**src/rtl/qcom_cmd_issuer.sv**
```systemverilog
// Command issuer: buffers {op, dt} commands in a small FIFO and plays them one at a
// time onto the QCOM req/ack command port, with a per-command handshake timeout.
module qcom_cmd_issuer #(
    parameter int FIFO_DEPTH = 4,
    parameter int TOUT_CYC   = 65535
) (
    input  logic        c_clk_i,
    input  logic        c_rst_ni,
    input  logic        push_i,
    input  logic [3:0]  push_op_i,
    input  logic [31:0] push_dt_i,
    output logic        full_o,
    input  logic        flush_i,
    output logic        cmd_req_o,
    input  logic        cmd_ack_i,
    input  logic        qcom_rdy_i,
    output logic [3:0]  cmd_op_o,
    output logic [31:0] cmd_dt_o,
    output logic        busy_o,
    output logic [15:0] done_cnt_o,
    input  logic        err_clr_i,
    output logic        err_tout_o,
    output logic        err_ovf_o
);

    localparam int PTR_W = $clog2(FIFO_DEPTH);
    localparam int CNT_W = PTR_W + 1;

    typedef enum logic [1:0] {
        ST_IDLE    = 2'd0,
        ST_REQ     = 2'd1,
        ST_WACK_LO = 2'd2
    } state_t;

    state_t             state_reg, state_next;
    logic [35:0]        mem [FIFO_DEPTH];
    logic [PTR_W-1:0]   wr_ptr_reg, rd_ptr_reg;
    logic [CNT_W-1:0]   occ_reg;
    logic [3:0]         op_reg;
    logic [31:0]        dt_reg;
    logic [15:0]        tout_reg;
    logic [15:0]        done_reg;
    logic               tout_err_reg, ovf_err_reg;

    logic               full, empty, push_ok, ovf_evt;
    logic               issue, complete, tout_hit, tout_evt;
    logic [35:0]        head;

    assign full     = (occ_reg == CNT_W'(FIFO_DEPTH));
    assign empty    = (occ_reg == '0);
    // Full is judged on the pre-edge occupancy, and a flush swallows any push silently.
    assign push_ok  = push_i & ~full & ~flush_i;
    assign ovf_evt  = push_i &  full & ~flush_i;
    assign head     = mem[rd_ptr_reg];

    assign issue    = (state_reg == ST_IDLE) && !empty && qcom_rdy_i && !flush_i;
    assign complete = (state_reg == ST_WACK_LO) && !cmd_ack_i && qcom_rdy_i;
    assign tout_hit = (state_reg != ST_IDLE) && (tout_reg == 16'(TOUT_CYC - 1));
    // A handshake that completes on the very last allowed cycle is not a timeout.
    assign tout_evt = tout_hit && !complete;

    always_ff @(posedge c_clk_i or negedge c_rst_ni) begin
        if (!c_rst_ni) state_reg <= ST_IDLE;
        else           state_reg <= state_next;
    end

    always_comb begin
        state_next = state_reg;
        case (state_reg)
            ST_IDLE: begin
                if (issue) state_next = ST_REQ;
            end
            ST_REQ: begin
                if (tout_hit)       state_next = ST_IDLE;
                else if (cmd_ack_i) state_next = ST_WACK_LO;
            end
            ST_WACK_LO: begin
                if (complete || tout_hit) state_next = ST_IDLE;
            end
            default: state_next = ST_IDLE;
        endcase
    end

    always_comb begin
        cmd_req_o = (state_reg == ST_REQ);
        busy_o    = (state_reg != ST_IDLE) || !empty;
    end

    always_ff @(posedge c_clk_i) begin
        if (push_ok) mem[wr_ptr_reg] <= {push_op_i, push_dt_i};
    end

    // The head leaves the queue as it is issued; flush only drops what is still queued.
    always_ff @(posedge c_clk_i or negedge c_rst_ni) begin
        if (!c_rst_ni) begin
            wr_ptr_reg <= '0;
            rd_ptr_reg <= '0;
            occ_reg    <= '0;
        end else if (flush_i) begin
            occ_reg    <= '0;
            rd_ptr_reg <= wr_ptr_reg;
        end else begin
            occ_reg    <= occ_reg + CNT_W'(push_ok) - CNT_W'(issue);
            wr_ptr_reg <= wr_ptr_reg + PTR_W'(push_ok);
            rd_ptr_reg <= rd_ptr_reg + PTR_W'(issue);
        end
    end

    always_ff @(posedge c_clk_i or negedge c_rst_ni) begin
        if (!c_rst_ni) begin
            op_reg       <= '0;
            dt_reg       <= '0;
            tout_reg     <= '0;
            done_reg     <= '0;
            tout_err_reg <= 1'b0;
            ovf_err_reg  <= 1'b0;
        end else begin
            if (issue) begin
                op_reg <= head[35:32];
                dt_reg <= head[31:0];
            end

            if (issue)                      tout_reg <= '0;
            else if (state_reg != ST_IDLE)  tout_reg <= tout_reg + 16'd1;

            if (complete) done_reg <= done_reg + 16'd1;

            if (tout_evt)       tout_err_reg <= 1'b1;
            else if (err_clr_i) tout_err_reg <= 1'b0;

            if (ovf_evt)        ovf_err_reg <= 1'b1;
            else if (err_clr_i) ovf_err_reg <= 1'b0;
        end
    end

    assign full_o     = full;
    assign cmd_op_o   = op_reg;
    assign cmd_dt_o   = dt_reg;
    assign done_cnt_o = done_reg;
    assign err_tout_o = tout_err_reg;
    assign err_ovf_o  = ovf_err_reg;

endmodule

```
**config.mk**
```make
export PLATFORM = sky130hd
export DESIGN_NAME = qcom_cmd_issuer
export DESIGN_NICKNAME = d
export VERILOG_FILES = /design/src/rtl/qcom_cmd_issuer.sv
export SDC_FILE = /design/constraint.sdc
export NUM_CORES = 1
export LEC_CHECK = 0
export BUFFER_PORTS_ARGS = -buffer_cell sky130_fd_sc_hd__buf_4
export CAP_MARGIN = 20
export CORE_MARGIN = 10
export CORE_UTILIZATION = 28
export DETAILED_ROUTE_END_ITERATION = 12
export SYNTH_ARGS = -nofsm -noshare
export SYNTH_HDL_FRONTEND = slang
export SYNTH_SLANG_ARGS = --single-unit
```
**constraint.sdc**
```tcl
create_clock -name c_clk_i -period 4.75 [get_ports c_clk_i]
set_clock_uncertainty 0.15 [all_clocks]
set_input_delay 0.2375 -clock c_clk_i [delete_from_list [all_inputs] [get_ports c_clk_i]]
set_output_delay 0.2375 -clock c_clk_i [all_outputs]
set_load 0.02 [all_outputs]
```
==> results.sh, run 1 <==
export IMPL_core_area_sq_um=30510
export IMPL_antenna_cells=0
export IMPL_drt_iter0_markers=263
export IMPL_netlist_area_sq_um=8650
export IMPL_firstDrtPassIters=4
export IMPL_ctsLongestPathBuffers=3
export IMPL_grt_pass1_wl_um=30420
export IMPL_cp_depth=11
export IMPL_num_rows=64
export IMPL_syn_inst=547
export IMPL_port_buffers=99
export IMPL_hp_class="in -> async"
export IMPL_power_density_nw_per_um2=555.1
export IMPL_ant_nets=0
export IMPL_finalWorstSetupSlack_ps=1812
export IMPL_path_cells="or2_1 -> or4b_2 -> clkinv_2 -> ha_1 -> inv_1 -> ha_1 -> inv_1 -> fa_1 -> xor2_1 -> xnor2_1 -> nor2_1"
export IMPL_peakVddDrop_mv=0.2784
export IMPL_cts_buffers_inserted=24
export IMPL_grt_pass1_vias=5384
export IMPL_area_delta_synth_final_pct=28.48
export IMPL_slowest_stage="or4b_2"
export IMPL_clock_tree_root_cell="clkbuf_16"
export IMPL_synth_area_top_cells="edfxtp_1 (50%), dfrtp_1 (23%), mux4_2 (9.4%)"
export IMPL_grt_util_all_layers_pct=9.836
export IMPL_seq_area_sq_um=6304
export IMPL_overflow=0
export IMPL_ios=100
export IMPL_grt_max_degree=50
export IMPL_routabilityCongestion=0.7458
export IMPL_p_seq_share_pct=44.9
export IMPL_period_needed_ps=2938
export IMPL_yosysSeqAreaShare_pct=72.85
export IMPL_dp_slack_ps=1813
export IMPL_vias=4914
export IMPL_clock_power_share_pct=31.8
export IMPL_multi_input_comb_area_sq_um=2197
export IMPL_antenna_found_initial=0
export IMPL_insertion_delay_ps=520
export IMPL_status="completed"
export IMPL_maxSlewHeadroom_pct=31.67
export IMPL_routed_wl_um=18970
export IMPL_tightest_slew_ps=1025
export IMPL_nets=753
export IMPL_die_height_um=195.8
export IMPL_crit_path_end_kind="flip-flop"
export IMPL_mostFrequentLayoutCells="edfxtp_1 (144), nand2_1 (125), buf_4 (106)"
export IMPL_intPower_mw=4.335
export IMPL_final_max_slew_viol_count=0
export IMPL_cp_top_family="simple AND/OR/NAND/NOR gates"
export IMPL_timing_final_crit_share_pct=61.86
export IMPL_path_clk_slew_ps=60
export IMPL_drv_cap=0
export IMPL_slowest_delay_ps=660
export IMPL_htree_levels=1
export IMPL_synth_nets=598
export IMPL_dieWidth_um=195.8
export IMPL_fill_cells=2859
export IMPL_critical_path_peak_fanout=9
export IMPL_cts_sinks=223
export IMPL_cp_start_kind="flip-flop"
export IMPL_total_power_mw=6.169
export IMPL_largest_register_ffs=144
export IMPL_via_per_inst=4.403
export IMPL_comb_power_share_pct=23.3
export IMPL_yosysWarningCount=0
export IMPL_yosysTopAreaCellShare_pct=49.99
export IMPL_critical_path_buf_inv_count=3
export IMPL_initial_core_util_pct=28.35
export IMPL_switching_share_pct=29.73
export IMPL_fmax_ghz=0.3403
export IMPL_rr_startpoint="state_reg[1]"
export IMPL_p_leak_nw=4.386
export IMPL_crit_start="state_reg[1]"
export IMPL_wl_per_cell_um=17.00
export IMPL_regMostFlops="mem"
export IMPL_layout_commonest_cell="edfxtp_1"
export IMPL_setup_viol=0
export IMPL_crit_required_ps=5000
export IMPL_ys_seq_elements=223
export IMPL_drive_gt1_share_pct=26.53
export IMPL_reg2reg_depth=11
export IMPL_finalSetupTns_ps=0
export IMPL_dp_hpwl_um=11560
export IMPL_cp_data_arrival_time_ps=3190
export IMPL_power_switching_mw=1.834
export IMPL_drcViolationCount=0
export IMPL_yosysUniqueCellTypes=42
export IMPL_dieArea_sq_um=38320
export IMPL_hold_viol_final=0
export IMPL_tritoncts="built"
export IMPL_synth_top_cell_by_area="edfxtp_1"
export IMPL_avgSynthCellArea_sq_um=15.81
export IMPL_timing_hold_ws_ps=165.9
export IMPL_critical_path_class="reg -> reg"
export IMPL_post_cts_buffers=0
export IMPL_rsz0062_at_grt="no"
==> power by group through the flow <==
stage                     clock network, mW  registers, mW  logic, mW
final                                  1.96           2.77       1.43
after detailed placement                  0           2.82       1.44
after global placement                    0           2.81       1.42
after global routing                   2.09           2.83       1.60
after floorplan                           0           2.82      0.837
after CTS                              2.01           2.78       1.48
==> cell usage after synthesis <==
master	number
and4_1	3
o2111a_1	1
nor2b_1	1
clkbuf_1	5
nor3b_1	2
o31ai_1	1
xor2_1	12
xnor2_1	17
ha_1	7
buf_2	9
mux2i_1	1
o41ai_1	1
or2_2	2
a22o_1	1
nand2b_1	1
fa_1	1
clkinv_2	1
or3_1	1
edfxtp_1	144
and2_1	2
and4bb_2	1
mux4_2	36
o21ai_0	6
buf_4	3
buf_6	3
nand3_1	15
nor4_1	2
a22oi_1	1
o211ai_1	1
nand4_1	9
or4b_1	1
nor3_1	8
nand4bb_1	1
or2_1	1
inv_1	12
a32o_1	1
nor2_1	20
nand2_1	125
a21oi_1	5
dfrtp_1	79
and3_1	3
or4_1	1
==> through the flow <==
step	util, %	cells	cell area (sq um)
3_3_place_gp	32.26	1029	9842
4_1_cts	36.43	1116	11110
2_1_floorplan	-	547	8650
5_1_grt	36.43	1116	11110
6_report	36.43	1116	11110
3_5_place_dp	32.26	1029	9842
==> logic make-up (layout without fill, tap and decap cells) <==
family	Yosys count	in the layout	synth area share [%]
flip-flops	223	223	72.85
AND/OR/NAND/NOR	199	199	10.17
adder cells (fa/ha/maj)	8	8	1.244
AO/OA/AOI/OAI	18	18	1.345
multiplexers	37	37	9.489
XOR/XNOR	29	29	2.936
buffers and inverters	33	206	1.967
==> area by class of cell <==
cell class,count,share of cell area [%]
clock buffers,28,5.539
multi-input cells,291,19.77
clock inverters,16,2.027
well taps,396,4.458
flip-flops and latches,223,56.72
inverters,13,0.4503
repair buffers,149,11.03
==> path summary, 6_finish.rpt <==
check,to,slack (ps)
worst max-delay path,occ_reg[2],1810
worst min-delay path,done_cnt_o[5],170
worst max register to register,occ_reg[2],1810
worst min register to register,done_cnt_o[15],320
max in group asynchronous,rd_ptr_reg[1],3330
min in group c_clk_i,mem[3][11],310
==> timing repair <==
item / in CTS / in global routing
hold buffers: 43 / 0
gates resized for setup: 0 / 0
hold endpoints to repair: 201 / 0
==> layer usage <==
| metal | global-route usage (%) | part of all wire, % | up-vias | wire length (um) |
|---|---|---|---|---|
| met5 | 0 | 0 | - | 0 |
| met4 | 2.008 | 1.5 | 0 | 289 |
| met3 | 2.182 | 4.9 | 22 | 933 |
| met2 | 16.29 | 49 | 116 | 9219 |
| met1 | 12.94 | 45 | 2460 | 8529 |
| li1 | - | - | 2316 | - |
Power figures use the tool's default switching activity.
==> run 2: changes to the inputs <==
ABC_AREA = 1   (was default)
clock period = 2.6 ns   (was 4.75 ns; I/O delays follow)
==> run 2 against run 1 <==
Clock-buffer cell count up 8. Die area up 3.7%. Critical path depth unchanged. Critical endpoint unchanged. Highest routed layer unchanged.
==> results.sh, run 2 <==
export IMPL_critical_path_peak_fanout=3
export IMPL_firstDrtPassIters=5
export IMPL_rr_startpoint="occ_reg[2]"
export IMPL_crit_start="occ_reg[2]"
export IMPL_status="completed"
export IMPL_antenna_found_initial=1
export IMPL_dp_cells=1277
export IMPL_period_needed_ps=2264
export IMPL_wl_per_cell_um=15.79
export IMPL_cp_start_kind="flip-flop"
export IMPL_die_height_um=199.4
export IMPL_ctsLongestPathBuffers=3
export IMPL_dp_slack_ps=201.6
export IMPL_grt_max_degree=52
export IMPL_fin_area_sq_um=11550
export IMPL_fin_cells=1364
export IMPL_timing_hold_ws_ps=13.49
export IMPL_path_clk_slew_ps=60
export IMPL_hp_class="in -> async"
export IMPL_final_max_slew_viol_count=0
export IMPL_multi_input_comb_area_sq_um=2426
export IMPL_via_per_inst=4.485
export IMPL_synth_area_top_cells="edfxtp_1 (48%), dfrtp_1 (22%), nand2_1 (7.5%)"
export IMPL_finish_utilization_pct=36.50
export IMPL_synth_edf_count=144
export IMPL_layout_commonest_cell="nand2_1"
export IMPL_grt_util_all_layers_pct=10.81
export IMPL_drt_iter0_markers=409
export IMPL_setup_viol=0
export IMPL_grt_pass1_wl_um=34600
export IMPL_initial_core_util_pct=28.47
export IMPL_rsz0062_at_grt="no"
export IMPL_synth_common_cells="nand2_1 (181), edfxtp_1 (144), nor2_1 (139)"
export IMPL_p_leak_nw=4.721
export IMPL_drive_gt1_share_pct=17.07
export IMPL_grt_util_met1_pct=14.24
export IMPL_finalSetupTns_ps=0
export IMPL_fill_cells=3043
export IMPL_peakVddDrop_mv=0.5643
export IMPL_seq_area_sq_um=6304
export IMPL_ant_nets=0
export IMPL_dp_hpwl_um=13770
export IMPL_synth_nets=846
export IMPL_routed_wl_um=21540
export IMPL_yosysWarningCount=0
export IMPL_crit_required_ps=2880
export IMPL_ios=100
export IMPL_reg2reg_depth=11
export IMPL_num_rows=65
export IMPL_routabilityCongestion=0.8184
export IMPL_port_buffers=99
export IMPL_cts_sinks=223
export IMPL_area_delta_synth_final_pct=28.21
export IMPL_htree_levels=1
export IMPL_r2r_end="occ_reg[2]"
export IMPL_dieWidth_um=199.4
export IMPL_yosysUniqueCellTypes=35
export IMPL_yosysSeqAreaShare_pct=69.95
export IMPL_drv_cap=0
export IMPL_tightest_slew_ps=649.0
export IMPL_power_density_nw_per_um2=995.1
export IMPL_crit_path_end_kind="flip-flop"
export IMPL_maxSlewHeadroom_pct=56.73
export IMPL_tritoncts="built"
export IMPL_drcViolationCount=0
export IMPL_syn_inst=795
export IMPL_ys_seq_elements=223
export IMPL_met3_usage_pct=2.338
export IMPL_yosysMostFrequentCell="nand2_1"
export IMPL_grt_met2_usage_pct=17.92
export IMPL_largest_register_ffs=144
export IMPL_r2r_setup_slack_ps=340
export IMPL_cp_data_arrival_time_ps=2540
export IMPL_cts_buffers_inserted=24
export IMPL_endpoint="occ_reg[2]"
export IMPL_vias=6117
export IMPL_finalWorstSetupSlack_ps=335.9
export IMPL_fmax_ghz=0.4417
export IMPL_timing_final_crit_share_pct=87.08
export IMPL_netlist_area_sq_um=9007
export IMPL_mostFrequentLayoutCells="nand2_1 (181), edfxtp_1 (144), nor2_1 (139)"
export IMPL_top_usage_layer="met2"
export IMPL_critical_path_class="reg -> reg"
export IMPL_core_area_sq_um=31640
export IMPL_total_power_mw=11.49
export IMPL_dieArea_sq_um=39740
export IMPL_synth_async_sr_flop_share_pct=35.43
export IMPL_place_area_sq_um=10350
export IMPL_insertion_delay_ps=520
export IMPL_hold_viol_final=0
export IMPL_synth_flop_cell="edfxtp_1"
export IMPL_nets=995
export IMPL_clock_tree_root_cell="clkbuf_16"
export IMPL_regMostFlops="mem"
export IMPL_yosysTopAreaCellShare_pct=48.01
export IMPL_grt_pass1_vias=6223
export IMPL_synth_top_cell_by_area="edfxtp_1"
export IMPL_overflow=0
export IMPL_avgSynthCellArea_sq_um=11.33
[run 2: changes by cell type after synthesis, moves of 35 or more]
cell | before | now
nor2_1 | 20 | 139
nand2_1 | 125 | 181
o21ai_0 | 6 | 47
mux4_2 | 36 | 0
o32ai_1 | 0 | 36
inv_1 | 12 | 47
[run 2: cells by family (layout without fill, tap and decap cells)]
kind of cell               after synthesis  after routing  share of synthesized area [%]
DFF                                    223            223                          69.95
other                                    0              1                              0
xor gates and xnor gates                11             11                          1.070
adders and majority gates                8              8                          1.195
AOI/OAI and AO/OA                      101            101                          7.321
and+or+nand+nor                        369            369                          16.74
buffers and inverters                   83            249                          3.723
[run 2: how the worst min path moves through the flow]
stage              from              to  slack (ps)  depth (start not counted)
4_1_cts        c_rst_ni  done_cnt_o[11]          50                          2
2_1_floorplan  c_rst_ni     cmd_dt_o[0]        -320                          0
5_1_grt        c_rst_ni  done_cnt_o[11]         100                          2
6_report       c_rst_ni  done_cnt_o[11]          10                          2
3_3_place_gp   c_rst_ni   done_cnt_o[8]          40                          1
3_5_place_dp   c_rst_ni   done_cnt_o[8]          50                          1
[run 2: cell type report]
type                       count  area share [%]
antenna                        1         0.02167
timing repair buffer         157           11.90
clock inverter                 7          0.7801
clock buffer                  36           5.764
sequential                   223           54.58
tap                          402           4.355
multi-input combinational    489           21.01
inverter                      49           1.593
[run 2: worst max-delay path: stages, from the launching register on]
cell	delay (ps)
dfrtp_1	390
inv_1	110
nor3_2	70
nor3_2	180
inv_1	100
ha_1	280
inv_1	60
ha_1	140
inv_1	50
fa_1	370
and3_1	170
nor3_1	120
[run 2: per-layer routing]
metal  up-vias  routed length [um]
li1       3018                   -
met1      2933                9787
met2       141               10260
met3        25                1188
met4         0                 309
met5         -                   0
[run 2: what timing repair did]
action	CTS	global route
hold buffers	43	0
hold endpoints to repair	243	0
resized for setup	0	1
buffers inserted	0	0
setup endpoints to repair	0	1
[run 2: report_power, final]
part           leakage [nW]  internal, mW  switching [mW]
Combinational          2.03          1.29            2.11
Sequential             2.33          4.40           0.405
Clock                 0.361          1.88            1.39
